[config.mk]
export PLATFORM = sky130hd
export DESIGN_NAME = ram_loader
export DESIGN_NICKNAME = d
export VERILOG_FILES = /design/src/rtl/ram_loader.sv
export SDC_FILE = /design/constraint.sdc
export NUM_CORES = 1
export LEC_CHECK = 0
export BUFFER_PORTS_ARGS = -buffer_cell sky130_fd_sc_hd__buf_2
export CORE_UTILIZATION = 45
export CTS_CLUSTER_SIZE = 20
export DETAILED_ROUTE_END_ITERATION = 8
export PLACE_DENSITY = 0.69
export RECOVER_POWER = 50
export SLEW_MARGIN = 20
export SYNTH_ARGS = -nofsm -noshare
export SYNTH_HDL_FRONTEND = slang
export SYNTH_SLANG_ARGS = --single-unit
[constraint.sdc]
create_clock -name clock -period 1.9 [get_ports clock]
set_clock_uncertainty 0.1 [all_clocks]
set_input_delay 0.095 -clock clock [delete_from_list [all_inputs] [get_ports clock]]
set_output_delay 0.095 -clock clock [all_outputs]
set_load 0.02 [all_outputs]
[src/rtl/ram_loader.sv]
// Purpose : assembles big-endian 16-bit words from a byte stream and writes them to consecutive RAM16K addresses.
// Latency : one word needs at least 3 cycles (high byte, low byte, one write cycle); done pulses one cycle after the last write.
// Backpres: byte_ready is high only in RX_HI/RX_LO; a byte moves on a posedge with byte_valid & byte_ready, otherwise the state holds.
//
// Ports:
//   clock, reset (async active-low)     - clocking and reset
//   start, base_addr, length            - transfer request, sampled in IDLE only
//   byte_in, byte_valid, byte_ready     - valid/ready byte source
//   ram_in, ram_load, ram_address       - RAM16K write port (in/load/address)
//   busy, done                          - transfer status
//   checksum                            - running 16-bit sum of written words (only with CHECKSUM_EN)
// Optional feature macro: CHECKSUM_EN
module ram_loader #(
    parameter int ADDR_W = 14,
    parameter int LEN_W  = 15
) (
    input  logic              clock,
    input  logic              reset,
    input  logic              start,
    input  logic [ADDR_W-1:0] base_addr,
    input  logic [LEN_W-1:0]  length,
    input  logic [7:0]        byte_in,
    input  logic              byte_valid,
    output logic              byte_ready,
    output logic [15:0]       ram_in,
    output logic              ram_load,
    output logic [ADDR_W-1:0] ram_address,
    output logic              busy,
    output logic              done
`ifdef CHECKSUM_EN
    ,
    output logic [15:0]       checksum
`endif
);

    typedef enum logic [2:0] {
        IDLE  = 3'd0,
        RX_HI = 3'd1,
        RX_LO = 3'd2,
        WRITE = 3'd3,
        DONE  = 3'd4
    } state_t;

    state_t            state;
    logic [ADDR_W-1:0] addr;       // next address to write; ram_address holds its own copy
    logic [LEN_W-1:0]  remaining;  // words still to write, including the one in flight

    wire byte_xfer = byte_valid & byte_ready;

    always_ff @(posedge clock or negedge reset) begin
        if (!reset) begin
            state       <= IDLE;
            addr        <= '0;
            remaining   <= '0;
            byte_ready  <= 1'b0;
            ram_in      <= 16'h0000;
            ram_load    <= 1'b0;
            ram_address <= '0;
            busy        <= 1'b0;
            done        <= 1'b0;
`ifdef CHECKSUM_EN
            checksum    <= 16'h0000;
`endif
        end else begin
            // Strobes default low; each is raised only on entry to its state.
            ram_load <= 1'b0;
            done     <= 1'b0;

            case (state)
                IDLE: begin
                    if (start) begin
                        addr      <= base_addr;
                        remaining <= length;
`ifdef CHECKSUM_EN
                        checksum  <= 16'h0000;
`endif
                        if (length == '0) begin
                            // Zero-length transfer skips straight to completion; busy never rises.
                            state <= DONE;
                            done  <= 1'b1;
                        end else begin
                            state      <= RX_HI;
                            busy       <= 1'b1;
                            byte_ready <= 1'b1;
                        end
                    end
                end

                RX_HI: begin
                    if (byte_xfer) begin
                        ram_in[15:8] <= byte_in;
                        state        <= RX_LO;
                    end
                end

                RX_LO: begin
                    if (byte_xfer) begin
                        ram_in[7:0] <= byte_in;
                        state       <= WRITE;
                        byte_ready  <= 1'b0;
                        ram_load    <= 1'b1;
                        ram_address <= addr;
                    end
                end

                WRITE: begin
                    // addr wraps naturally at 2**ADDR_W.
                    addr      <= addr + ADDR_W'(1);
                    remaining <= remaining - LEN_W'(1);
`ifdef CHECKSUM_EN
                    checksum  <= checksum + ram_in;
`endif
                    if (remaining == LEN_W'(1)) begin
                        state <= DONE;
                        done  <= 1'b1;
                        busy  <= 1'b0;
                    end else begin
                        state      <= RX_HI;
                        byte_ready <= 1'b1;
                    end
                end

                DONE: begin
                    state <= IDLE;
                end

                default: begin
                    state      <= IDLE;
                    byte_ready <= 1'b0;
                    busy       <= 1'b0;
                end
            endcase
        end
    end

endmodule

==> results.rst <==
.. list-table::
   :header-rows: 1

   * - Metric
     - Value
   * - Result of the run
     - finished, final reports clean
   * - CTS clk-pin slew, worst paths
     - 0.07 ns
   * - Clock Root Buffer
     - sky130_fd_sc_hd__clkbuf_8
   * - Finished layout cell area
     - 0.00440 sq mm
   * - Number of ports placed on the die boundary
     - 75
   * - Area overhead of the layout relative to synthesis
     - 36.0%
   * - Number of distinct library cell variants in the gate-level netlist after synthesis
     - 56
   * - VDD IR max
     - 0.000908 V
   * - Worst-case register-to-register setup slack
     - 0.07 ns
   * - Port bufs
     - 74
   * - Post-synth EDFFs
     - 0
   * - Diodes inserted
     - 0
   * - Top FF cell, synth
     - sky130_fd_sc_hd__dfrtp_1
   * - Flip-flop and latch count after synthesis
     - 66
   * - Min Tclk post-route
     - 1.83 ns
   * - Clock tree sinks
     - 66
   * - Longest Clk Path Bufs
     - 2
   * - Std cell rows
     - 30
   * - Number of design rule violations left after detail routing
     - 0
   * - Startpoint of the tightest hold check path
     - length[14]
   * - Portion of total power attributed to the clock network
     - 19.5%
   * - Data arrival time at the worst-slack endpoint
     - 1.95 ns
   * - Classification of the worst setup path
     - reg2reg
   * - Peak fanout along the critical path
     - 6
   * - Period utilisation layout
     - 96.3%
   * - Vias
     - 2,940
   * - Clock tree from TritonCTS
     - built
   * - Global route overflow
     - 0
   * - Area used by sequential logic in the layout
     - 0.00165 sq mm
   * - Slowest stage cell, crit path
     - sky130_fd_sc_hd__or4_4
   * - RSZ-0062 raised after global routing
     - false
   * - Length of the first detailed-routing pass in iterations
     - 4
   * - Least-Margin Pin Slew
     - 0.891 ns
   * - Headroom to the max-slew limit
     - 40.6%
   * - Worst Setup SP
     - remaining[5]
   * - Number of cell instances on the worst register-to-register path
     - 4
   * - DRC marker count from the first detailed-route iteration
     - 152
   * - Maximum cell stage delay along the critical path
     - 0.56 ns
   * - Pwr/cell area
     - 1550 mW/mm^2
   * - Starting utilization of the core area
     - 47.1%
   * - Area leader, netlist
     - sky130_fd_sc_hd__dfrtp_1
   * - Number of cells in the finished layout apart from fillers
     - 527
   * - Maximum level of the CTS H-tree
     - 3
   * - Number of placed cells counting well taps
     - 474
   * - Total GRT Usage
     - 23.3%
   * - Post-detailed-placement half-perimeter wirelength
     - 5.36 mm
   * - Average instance area after synthesis
     - 10.9 sq um
   * - Number of nets produced by synthesis
     - 343
   * - Nets
     - 471
   * - Endpoint of the worst-slack reg-to-reg timing path
     - remaining[10]
   * - Gate Count Post-Synth
     - 298
   * - Post-detailed-route via-to-cell ratio
     - 5.58
   * - Synth warn
     - 0
   * - Hold Crit Class
     - in2reg
   * - Sequential element share of the synthesized area
     - 51.0%
   * - Ordered cell list for the critical path
     - or4_4 -> or3_1 -> o211ai_1 -> o211ai_1
   * - Yosys top cell area share
     - 51.0%
   * - Clock buffers created by TritonCTS
     - 9
   * - P_sw
     - 2760 uW
   * - Cell area after technology mapping
     - 0.00324 sq mm
   * - Area contributors post-synth
     - sky130_fd_sc_hd__dfrtp_1 51%, sky130_fd_sc_hd__mux2_2 10%, sky130_fd_sc_hd__nand2_1 3.7%, sky130_fd_sc_hd__nor2_1 2.7%, sky130_fd_sc_hd__o211ai_1 2.6%
   * - First-pass GRT wire length
     - 13.5 mm
   * - Leakage Power
     - 0.00192 uW
   * - Switching Fraction
     - 40.3%
   * - Timing-limited maximum frequency
     - 547 MHz
   * - Total of endpoints with negative setup slack in the final report
     - 0
   * - Remaining number of nets flagged by the antenna check after routing
     - 0
   * - Drt total wl
     - 8.15 mm
   * - # fillers
     - 552
   * - Share of power burned in registers
     - 38.2%
   * - Critical register-to-register path startpoint
     - remaining[5]
   * - Worst Path Required
     - 2.02 ns
   * - Multi-input gate area
     - 0.00150 sq mm
   * - Hold slack final
     - 0.0201 ns
   * - Number of global-route vias before repair
     - 2,862
   * - Max Transition Viols Final
     - 0
   * - Antenna violations before repair
     - 0
   * - Average detailed-routed wire length per instance
     - 15.5 um
   * - Post-synth ARST share
     - 100%
   * - Die height
     - 86.8 um
   * - Comb pwr share
     - 42.2%
   * - Clock latency at the later pin of the worst-skew pair
     - 0.35 ns
   * - Max-cap check violation count
     - 0
   * - Min-Delay Path Depth
     - 4
   * - Die outline width
     - 86.8 um
   * - Layout cell share with drive strength beyond 1
     - 31.6%
   * - Cell repeated most along the worst path
     - sky130_fd_sc_hd__o211ai_1
   * - Worst Hold End
     - remaining[14]
   * - Nature of the critical path endpoint
     - flip-flop
   * - Cell-internal power
     - 4080 uW
   * - GP Congestion
     - 0.869
   * - Total negative slack for setup checks
     - 0 ns
   * - Post-detailed-placement cell area
     - 0.00383 sq mm
   * - Hold Violations, Final
     - 0
   * - Largest net degree at the start of global routing
     - 67
   * - Core Region
     - 0.00687 sq mm
   * - Die Area
     - 0.00754 sq mm
   * - Kind of launch point of the worst setup path
     - flip-flop
-- cell usage in the layout (no fill, tap or decap), types with 4 or more instances in the layout --
cell type and instances:
sky130_fd_sc_hd__o211ai_1 11, sky130_fd_sc_hd__clkbuf_1 17, sky130_fd_sc_hd__a211oi_1 6, sky130_fd_sc_hd__o311ai_1 4
sky130_fd_sc_hd__nand4_1 4, sky130_fd_sc_hd__o22ai_1 8, sky130_fd_sc_hd__nor3_1 6, sky130_fd_sc_hd__inv_1 6
sky130_fd_sc_hd__nand3_1 10, sky130_fd_sc_hd__dlygate4sd3_1 37, sky130_fd_sc_hd__nor2_1 23, sky130_fd_sc_hd__buf_4 18
sky130_fd_sc_hd__nand2_1 32, sky130_fd_sc_hd__buf_2 57, sky130_fd_sc_hd__dfrtp_1 66, sky130_fd_sc_hd__o21ai_0 8
sky130_fd_sc_hd__a21oi_1 10, sky130_fd_sc_hd__a311oi_1 4, sky130_fd_sc_hd__and4_1 4, sky130_fd_sc_hd__clkbuf_8 10
sky130_fd_sc_hd__mux2_2 30, sky130_fd_sc_hd__nor4_1 6
-- critical path, delay by kind of cell, from the launching register on --
kind / cells / cell delay [ns]
and+or+nand+nor: 2 / 0.87
DFF: 1 / 0.45
AOI/OAI and AO/OA: 2 / 0.29
-- metal layers --
layer / global-route usage (%) / wire length [um] / up-vias
met4: 11.4 / 236 / 0
met5: 0 / 0 / -
met2: 38.2 / 3870 / 103
met3: 4.48 / 385 / 21
met1: 29.6 / 3660 / 1431
li1: - / - / 1385
-- area by class of cell --
| type | count | share of cell area (%) |
|---|---|---|
| inverters | 6 | 0.511 |
| clock buffers | 10 | 3.13 |
| multi-input cells | 212 | 34.1 |
| clock inverters | 6 | 2.05 |
| repair buffers | 131 | 20.0 |
| flip-flops and latches | 66 | 37.5 |
| well taps | 96 | 2.73 |
-- power by group through the flow --
stage / Sequential, uW / Combinational [uW] / Clock (uW)
after floorplan: 2950 / 1520 / 0
after global placement: 2580 / 2790 / 0
after detailed placement: 2600 / 2860 / 0
after CTS: 2590 / 2930 / 1370
after global routing: 2700 / 3160 / 1410
final: 2610 / 2890 / 1340
-- kinds of logic (layout without fill, tap and decap cells) --
kind of cell | Yosys count | in the layout | share of synthesized area, %
buf+inv | 20 | 153 | 3.09
fa+ha+maj | 4 | 4 | 1.55
xor+xnor | 1 | 1 | 0.271
simple gates | 109 | 109 | 18.8
flops | 66 | 66 | 51.0
compound gates | 67 | 67 | 14.5
mux | 31 | 31 | 10.7
-- cells in the mapped netlist, drive strengths merged (2+ instances only) --
cell,number
nor3,8
o311ai,7
nand4,4
dfrtp,66
a221oi,2
buf,13
and4,4
o21ai,9
and3b,2
a21oi,10
nand2b,2
nor4,7
nor2,24
nand2,33
a31oi,3
a211oi,6
o22ai,8
nor4b,2
or3,2
o211ai,11
inv,6
and2,2
nand3,10
a311oi,4
mux2,30
ha,4
or4,3
-- stage by stage --
| step | worst slack, ns | utilization (%) | power [uW] |
|---|---|---|---|
| after floorplan | 0.162 | - | 4470 |
| after global placement | 0.114 | 55.8 | 5360 |
| after detailed placement | 0.0847 | 55.8 | 5460 |
| after CTS | 0.0700 | 64.5 | 6890 |
| after global routing | 0.0292 | 64.1 | 7280 |
| final | 0.0704 | 64.1 | 6840 |
-- what timing repair did --
item | CTS | global route
gates resized for setup | 0 | 3
hold endpoints to repair | 110 | 0
hold buffers | 37 | 0
endpoints found under the setup margin | 0 | 2
setup buffers | 0 | 0
-- worst max-delay path by stage --
stage,endpoint
finish,remaining[10]
floorplan,remaining[10]
global placement,remaining[10]
CTS,remaining[6]
detailed placement,remaining[6]
global route,remaining[10]
-- state kept, by name (all words and copies together), names as in the netlist --
name,flops
addr,14
busy,1
byte_ready,1
done,1
ram_address,14
ram_in,16
ram_load,1
remaining,15
state,3
(Power assumes the default switching activity.)
